--- src/rtl/multi_cycle_ctrl_if.sv ---
// Control-unit bundle: opcode/flag inputs from the datapath and every
// write-enable, mux select and extender select the control unit drives back.
interface multi_cycle_ctrl_if;
  logic [5:0] Opcode;
  logic       Zero;
  logic       PCWre;
  logic       IRWre;
  logic       ExtSel;
  logic       ALUSrcB;
  logic [2:0] ALUOp;
  logic       RegWre;
  logic       RegDst;
  logic       DBDataSrc;
  logic       DataMemWr;
  logic [1:0] PCSrc;
  logic       Halted;

  modport master (
    output Opcode, Zero,
    input  PCWre, IRWre, ExtSel, ALUSrcB, ALUOp, RegWre, RegDst,
           DBDataSrc, DataMemWr, PCSrc, Halted
  );

  modport slave (
    input  Opcode, Zero,
    output PCWre, IRWre, ExtSel, ALUSrcB, ALUOp, RegWre, RegDst,
           DBDataSrc, DataMemWr, PCSrc, Halted
  );
endinterface

--- src/rtl/multi_cycle_ctrl.sv ---
// Multi-cycle control FSM for the MIPS-subset core: sequences IF/ID/EXE/MEM/WB
// from a latched opcode and drives every datapath enable, mux select and ExtSel.
module multi_cycle_ctrl #(
  parameter logic [5:0] HALT_OP = 6'b111111
) (
  input logic               CLK,
  input logic               RST,
  multi_cycle_ctrl_if.slave bus
);
  localparam int OPW = 6;

  localparam logic [OPW-1:0] OP_ADD  = 6'b000000;
  localparam logic [OPW-1:0] OP_SUB  = 6'b000001;
  localparam logic [OPW-1:0] OP_ADDI = 6'b000010;
  localparam logic [OPW-1:0] OP_AND  = 6'b010000;
  localparam logic [OPW-1:0] OP_OR   = 6'b010001;
  localparam logic [OPW-1:0] OP_ORI  = 6'b010010;
  localparam logic [OPW-1:0] OP_SLT  = 6'b011000;
  localparam logic [OPW-1:0] OP_SW   = 6'b110000;
  localparam logic [OPW-1:0] OP_LW   = 6'b110001;
  localparam logic [OPW-1:0] OP_BEQ  = 6'b110100;
  localparam logic [OPW-1:0] OP_J    = 6'b111000;

  typedef enum logic [2:0] {
    S_IF     = 3'b000,
    S_ID     = 3'b001,
    S_EXE_LS = 3'b010,
    S_MEM    = 3'b011,
    S_WB_LD  = 3'b100,
    S_EXE_BR = 3'b101,
    S_EXE_AL = 3'b110,
    S_WB_AL  = 3'b111
  } state_e;

  state_e         state_q, state_d;
  logic           halt_q, halt_d;
  logic [OPW-1:0] op_q, op_d;

  logic       pcwre_s, irwre_s, extsel_s, alusrcb_s;
  logic [2:0] aluop_s;
  logic       regwre_s, regdst_s, dbdatasrc_s, datamemwr_s, halted_s;
  logic [1:0] pcsrc_s;

  function automatic logic is_halt(input logic [OPW-1:0] op);
    return op == HALT_OP;
  endfunction

  function automatic logic is_rtype(input logic [OPW-1:0] op);
    return !is_halt(op) && (op == OP_ADD || op == OP_SUB || op == OP_AND ||
                            op == OP_OR  || op == OP_SLT);
  endfunction

  function automatic logic is_imm_al(input logic [OPW-1:0] op);
    return !is_halt(op) && (op == OP_ADDI || op == OP_ORI);
  endfunction

  function automatic logic is_al(input logic [OPW-1:0] op);
    return is_rtype(op) || is_imm_al(op);
  endfunction

  function automatic logic is_ls(input logic [OPW-1:0] op);
    return !is_halt(op) && (op == OP_LW || op == OP_SW);
  endfunction

  function automatic logic is_beq(input logic [OPW-1:0] op);
    return !is_halt(op) && (op == OP_BEQ);
  endfunction

  function automatic logic is_jmp(input logic [OPW-1:0] op);
    return !is_halt(op) && (op == OP_J);
  endfunction

  function automatic logic is_nop(input logic [OPW-1:0] op);
    return !(is_halt(op) || is_al(op) || is_ls(op) || is_beq(op) || is_jmp(op));
  endfunction

  // Sign-extension is needed for arithmetic immediates, address offsets and branch offsets.
  function automatic logic sign_ext(input logic [OPW-1:0] op);
    return !is_halt(op) && (op == OP_ADDI || op == OP_LW || op == OP_SW || op == OP_BEQ);
  endfunction

  function automatic logic [2:0] alu_ctl(input logic [OPW-1:0] op);
    logic [2:0] ctl;
    case (op)
      OP_ADD, OP_ADDI: ctl = 3'b000;
      OP_SUB:          ctl = 3'b001;
      OP_AND:          ctl = 3'b010;
      OP_OR, OP_ORI:   ctl = 3'b011;
      OP_SLT:          ctl = 3'b100;
      default:         ctl = 3'b000;
    endcase
    return ctl;
  endfunction

  // State, halt flag and in-flight opcode registers.
  always_ff @(posedge CLK or negedge RST) begin
    if (!RST) begin
      state_q <= S_IF;
      halt_q  <= 1'b0;
      op_q    <= '0;
    end else begin
      state_q <= state_d;
      halt_q  <= halt_d;
      op_q    <= op_d;
    end
  end

  // Next-state decode; ID looks at the live opcode, later states only at op_q.
  always_comb begin
    state_d = state_q;
    halt_d  = halt_q;
    op_d    = op_q;
    if (halt_q) begin
      halt_d = 1'b1;
    end else begin
      case (state_q)
        S_IF: state_d = S_ID;
        S_ID: begin
          op_d = bus.Opcode;
          if (is_halt(bus.Opcode)) begin
            halt_d  = 1'b1;
            state_d = S_IF;
          end else if (is_al(bus.Opcode)) begin
            state_d = S_EXE_AL;
          end else if (is_ls(bus.Opcode)) begin
            state_d = S_EXE_LS;
          end else if (is_beq(bus.Opcode)) begin
            state_d = S_EXE_BR;
          end else begin
            state_d = S_IF;
          end
        end
        S_EXE_AL: state_d = S_WB_AL;
        S_WB_AL:  state_d = S_IF;
        S_EXE_LS: state_d = S_MEM;
        S_MEM: begin
          if (op_q == OP_LW) begin
            state_d = S_WB_LD;
          end else begin
            state_d = S_IF;
          end
        end
        S_WB_LD:  state_d = S_IF;
        S_EXE_BR: state_d = S_IF;
        default:  state_d = S_IF;
      endcase
    end
  end

  // Output decode; RST low forces every output to zero without waiting for a clock.
  always_comb begin
    pcwre_s     = 1'b0;
    irwre_s     = 1'b0;
    extsel_s    = 1'b0;
    alusrcb_s   = 1'b0;
    aluop_s     = 3'b000;
    regwre_s    = 1'b0;
    regdst_s    = 1'b0;
    dbdatasrc_s = 1'b0;
    datamemwr_s = 1'b0;
    pcsrc_s     = 2'b00;
    halted_s    = 1'b0;
    if (!RST) begin
      halted_s = 1'b0;
    end else if (halt_q) begin
      halted_s = 1'b1;
    end else begin
      case (state_q)
        S_IF: irwre_s = 1'b1;
        S_ID: begin
          extsel_s = sign_ext(bus.Opcode);
          if (is_jmp(bus.Opcode)) begin
            pcwre_s = 1'b1;
            pcsrc_s = 2'b10;
          end else if (is_nop(bus.Opcode)) begin
            pcwre_s = 1'b1;
            pcsrc_s = 2'b00;
          end else begin
            pcwre_s = 1'b0;
          end
        end
        S_EXE_AL: begin
          extsel_s  = sign_ext(op_q);
          alusrcb_s = is_imm_al(op_q);
          aluop_s   = alu_ctl(op_q);
        end
        S_WB_AL: begin
          extsel_s  = sign_ext(op_q);
          alusrcb_s = is_imm_al(op_q);
          aluop_s   = alu_ctl(op_q);
          regwre_s  = 1'b1;
          regdst_s  = is_rtype(op_q);
          pcwre_s   = 1'b1;
          pcsrc_s   = 2'b00;
        end
        S_EXE_LS: begin
          extsel_s  = sign_ext(op_q);
          alusrcb_s = 1'b1;
          aluop_s   = 3'b000;
        end
        S_MEM: begin
          // Address path stays selected so the memory sees a stable address.
          extsel_s  = sign_ext(op_q);
          alusrcb_s = 1'b1;
          aluop_s   = 3'b000;
          if (op_q == OP_SW) begin
            datamemwr_s = 1'b1;
            pcwre_s     = 1'b1;
            pcsrc_s     = 2'b00;
          end else begin
            datamemwr_s = 1'b0;
          end
        end
        S_WB_LD: begin
          extsel_s    = sign_ext(op_q);
          regwre_s    = 1'b1;
          regdst_s    = 1'b0;
          dbdatasrc_s = 1'b1;
          pcwre_s     = 1'b1;
          pcsrc_s     = 2'b00;
        end
        S_EXE_BR: begin
          extsel_s = sign_ext(op_q);
          aluop_s  = 3'b001;
          pcwre_s  = 1'b1;
          if (bus.Zero) begin
            pcsrc_s = 2'b01;
          end else begin
            pcsrc_s = 2'b00;
          end
        end
        default: halted_s = 1'b0;
      endcase
    end
  end

  assign bus.PCWre     = pcwre_s;
  assign bus.IRWre     = irwre_s;
  assign bus.ExtSel    = extsel_s;
  assign bus.ALUSrcB   = alusrcb_s;
  assign bus.ALUOp     = aluop_s;
  assign bus.RegWre    = regwre_s;
  assign bus.RegDst    = regdst_s;
  assign bus.DBDataSrc = dbdatasrc_s;
  assign bus.DataMemWr = datamemwr_s;
  assign bus.PCSrc     = pcsrc_s;
  assign bus.Halted    = halted_s;

endmodule

--- src/flat_wrapper.sv ---
// flat-port wrapper written by rule: the top's interface ports become plain ports
module multi_cycle_ctrl_flat 
#(
  parameter logic [5:0] HALT_OP = 6'b111111
)
  (CLK, RST, bus_Opcode, bus_Zero, bus_PCWre, bus_IRWre, bus_ExtSel, bus_ALUSrcB, bus_ALUOp, bus_RegWre, bus_RegDst, bus_DBDataSrc, bus_DataMemWr, bus_PCSrc, bus_Halted);
  multi_cycle_ctrl_if bus_i ();
  input logic CLK;
  input logic RST;
  input wire logic [$bits(bus_i.Opcode)-1:0] bus_Opcode;
  input wire logic [$bits(bus_i.Zero)-1:0] bus_Zero;
  output wire logic [$bits(bus_i.PCWre)-1:0] bus_PCWre;
  output wire logic [$bits(bus_i.IRWre)-1:0] bus_IRWre;
  output wire logic [$bits(bus_i.ExtSel)-1:0] bus_ExtSel;
  output wire logic [$bits(bus_i.ALUSrcB)-1:0] bus_ALUSrcB;
  output wire logic [$bits(bus_i.ALUOp)-1:0] bus_ALUOp;
  output wire logic [$bits(bus_i.RegWre)-1:0] bus_RegWre;
  output wire logic [$bits(bus_i.RegDst)-1:0] bus_RegDst;
  output wire logic [$bits(bus_i.DBDataSrc)-1:0] bus_DBDataSrc;
  output wire logic [$bits(bus_i.DataMemWr)-1:0] bus_DataMemWr;
  output wire logic [$bits(bus_i.PCSrc)-1:0] bus_PCSrc;
  output wire logic [$bits(bus_i.Halted)-1:0] bus_Halted;
  assign bus_i.Opcode = bus_Opcode;
  assign bus_i.Zero = bus_Zero;
  assign bus_PCWre = bus_i.PCWre;
  assign bus_IRWre = bus_i.IRWre;
  assign bus_ExtSel = bus_i.ExtSel;
  assign bus_ALUSrcB = bus_i.ALUSrcB;
  assign bus_ALUOp = bus_i.ALUOp;
  assign bus_RegWre = bus_i.RegWre;
  assign bus_RegDst = bus_i.RegDst;
  assign bus_DBDataSrc = bus_i.DBDataSrc;
  assign bus_DataMemWr = bus_i.DataMemWr;
  assign bus_PCSrc = bus_i.PCSrc;
  assign bus_Halted = bus_i.Halted;
  multi_cycle_ctrl #(.HALT_OP(HALT_OP)) u_core (.CLK(CLK), .RST(RST), .bus(bus_i));
endmodule
--- config.mk ---
export PLATFORM = sky130hd
export DESIGN_NAME = multi_cycle_ctrl_flat
export DESIGN_NICKNAME = d
export VERILOG_FILES = /design/src/rtl/multi_cycle_ctrl_if.sv /design/src/rtl/multi_cycle_ctrl.sv /design/src/flat_wrapper.sv
export SDC_FILE = /design/constraint.sdc
export NUM_CORES = 1
export LEC_CHECK = 0
export CAP_MARGIN = 5
export CORE_MARGIN = 3
export CORE_UTILIZATION = 50
export CTS_BUF_LIST = sky130_fd_sc_hd__clkbuf_8
export DETAILED_ROUTE_END_ITERATION = 8
export GPL_TIMING_DRIVEN = 0
export PLACE_DENSITY = 0.81
export SLEW_MARGIN = 20
export SYNTH_ARGS = -nofsm -noshare
export SYNTH_HDL_FRONTEND = slang
export SYNTH_SLANG_ARGS = --single-unit
--- constraint.sdc ---
create_clock -name CLK -period 2.05 [get_ports CLK]
set_input_delay 0.3075 -clock CLK [delete_from_list [all_inputs] [get_ports CLK]]
set_output_delay 0.3075 -clock CLK [all_outputs]
set_load 0.01 [all_outputs]
==> impl_metrics.env <==
export IMPL_ant_nets=0
export IMPL_ys_types=39
export IMPL_cp_data_arrival_time_ns=1.77
export IMPL_fin_crit_sh_pct=101.5
export IMPL_port_buffers=18
export IMPL_diodes=0
export IMPL_dp_hpwl_um=1727
export IMPL_pin_count=23
export IMPL_wl_um=2460
export IMPL_syn_inst=116
export IMPL_num_rows=14
export IMPL_utilization_pct=76.40
export IMPL_power_density_nw_per_um2=1162
export IMPL_worst_setup_path_start_kind="flip-flop"
export IMPL_layout_nets=151
export IMPL_fin_worst_skew_ns=0.01033
export IMPL_antenna_found_initial=0
export IMPL_gp_congestion=0.8100
export IMPL_violations="setup timing"
export IMPL_drtIter0Drc=38
export IMPL_die_h_um=48.57
export IMPL_fp_dieW_um=48.57
export IMPL_hold_class="in2async"
export IMPL_reg2regPathDepth=4
export IMPL_reg2reg_from="u_core.state_q[1]"
export IMPL_grt_pass1_vias=908
export IMPL_areaGrowthSynthToFinish_pct=35.91
export IMPL_num_vias=955
export IMPL_fillers=134
export IMPL_crit_chain="buf_2 > nor2b_4 > nand4_1 > a2111oi_1 > dlygate4sd2_1"
export IMPL_worst_slack_ns=-0.03050
export IMPL_clock_root_buffer="clkbuf_8"
export IMPL_avgViaCountPerCell=5.788
export IMPL_cp_end_kind="output pin"
export IMPL_yosysSeqAreaShare_pct=27.62
export IMPL_wl_per_cell_um=14.91
export IMPL_synth_edff_count=0
export IMPL_cpPeakStageDelay_ns=0.35
export IMPL_syn_avg_cell_area_um2=7.809
export IMPL_cts_sinks=10
export IMPL_rsz0062_at_grt="yes"
export IMPL_layout_min_cycle_time_ns=2.081
export IMPL_drv_cap=0
export IMPL_report_final_hold_viol_count=0
export IMPL_critical_path_endpoint="bus_ALUOp[1]"
export IMPL_syn_num_nets=125
export IMPL_layout_drive_gt1_share_pct=32.62
export IMPL_design_core_area_um2=1612
export IMPL_grt_use_total_pct=21.95
export IMPL_syn_cell_area_um2=905.9
export IMPL_cts_hold_buf=0
export IMPL_ctsHtreeMaxLevel=1
export IMPL_ys_flop_type="dfrtp_1"
export IMPL_worst_pin_slew_ns=0.3470
export IMPL_start_util_pct=56.21
export IMPL_cp_max_fo=10
export IMPL_total_leakage_power_uw=0.0005433
export IMPL_grt_pass1_wl_um=4188
export IMPL_path_class="reg2out"
export IMPL_clk_insertion_delay_late_ns=0.24
export IMPL_yosysWarningCount=0
export IMPL_die_area_um2=2359
export IMPL_slew_violations=0
export IMPL_status="finished, violations left"
export IMPL_grt_max_degree=14
export IMPL_required_ns=1.74
export IMPL_vdd_drop_max_uv=840.7
export IMPL_r2r_slack_ns=0.55
export IMPL_final_cell_mix="nor2_1, dlygate4sd2_1, nand2_1, buf_2, dfrtp_1"
export IMPL_finalSetupViolations=1
export IMPL_final_cell_area_um2=1231
export IMPL_place_area_um2=1116
export IMPL_grt_remaining_overflow=0
export IMPL_async_flop_share_pct=100.0
export IMPL_cts_inserted_buffers=3
export IMPL_drt_pass1_iterations=5
export IMPL_final_common_cell="nor2_1"
export IMPL_timing_slew_headroom_pct=76.27
export IMPL_slowest_stage="dfrtp_1"
export IMPL_tritoncts="done"
export IMPL_clkTransAtPathRegs_ns=0.06
export IMPL_drc=0
export IMPL_cts_buffer_depth=2
export IMPL_max_freq_mhz=480.7
export IMPL_crit_start="u_core.halt_q"
export IMPL_ys_seq_elements=10
export IMPL_worst_r2r_endpoint="u_core.op_q[2]"
-- metal layers --
metal	global-route usage, %	routed length, um
met2	37.16	1193
met1	28.57	1125
met3	4.294	132
met4	5.687	8
met5	0	0
-- per-stage QoR --
stage          std cells  worst slack [ns]  setup TNS [ns]  power, uW  hold slack [ns]
5_1_grt              165           -0.1610         -0.2802       1523          0.05698
2_1_floorplan        116            0.3285               0      897.7          0.01191
4_1_cts              163          0.002128               0       1385          0.04944
3_5_place_dp         158           -0.8186          -7.455       1087           0.5678
6_report             165          -0.03050        -0.03050       1430          0.03749
3_3_place_gp         158           -0.7918          -7.189       1067           0.5582
-- power breakdown --
part / internal [uW] / switching, uW
Sequential: 297 / 127
Clock: 169 / 84.2
Combinational: 360 / 393
-- synthesized netlist by cell type (3+ instances only) --
cell	number	share of area (%)
o21ai_0	6	3.3
nor4_1	4	2.8
nor2_1	14	5.8
nand2_1	9	3.7
nand2b_1	5	3.5
nand3_1	5	2.8
mux2_2	5	6.2
buf_2	7	3.9
inv_1	4	1.7
nand3b_1	3	2.5
nor3_1	4	2.2
nor2b_1	3	2.1
dfrtp_1	10	28
a21oi_1	7	3.9
-- flip-flops by register name, indices dropped and copies added, names as in the netlist --
signal and cells:
u_core.state_q 3, u_core.halt_q 1, u_core.op_q 6
-- worst max-delay path, delay by kind of cell (launching register included) --
kind	cells	cell delay, ns
and+or+nand+nor	2	0.34
AOI/OAI and AO/OA	1	0.33
DFF	1	0.35
buffers and inverters	2	0.51
-- kinds of logic after synthesis --
group	share of synthesized area (%)
AO/OA/AOI/OAI	19.34
multiplexers	7.320
flip-flops	27.62
AND/OR/NAND/NOR	36.88
buffers and inverters	8.839
-- layout make-up --
type / instances / area [um^2] / area share, %
plain buffers: 9 / 66.31 / 5.386
repair buffers: 23 / 187.7 / 15.24
flip-flops and latches: 10 / 254.0 / 20.63
inverters: 4 / 15.01 / 1.220
well taps: 24 / 30.03 / 2.439
clock buffers: 4 / 55.05 / 4.472
multi-input cells: 91 / 623.1 / 50.61
-- how the worst min path moves through the flow --
stage / from / to
6_report: RST / u_core.state_q[1]
2_1_floorplan: RST / u_core.halt_q
3_3_place_gp: u_core.op_q[5] / u_core.op_q[5]
4_1_cts: RST / u_core.state_q[1]
5_1_grt: RST / u_core.state_q[0]
3_5_place_dp: u_core.op_q[5] / u_core.op_q[5]
-- timing repair --
| action | in CTS | in global routing |
|---|---|---|
| endpoints found under the setup margin | 14 | 7 |
| buffers inserted | 2 | 3 |
| pin swaps | 2 | 3 |
| resized for setup | 40 | 8 |
Power figures use the tool's default switching activity.
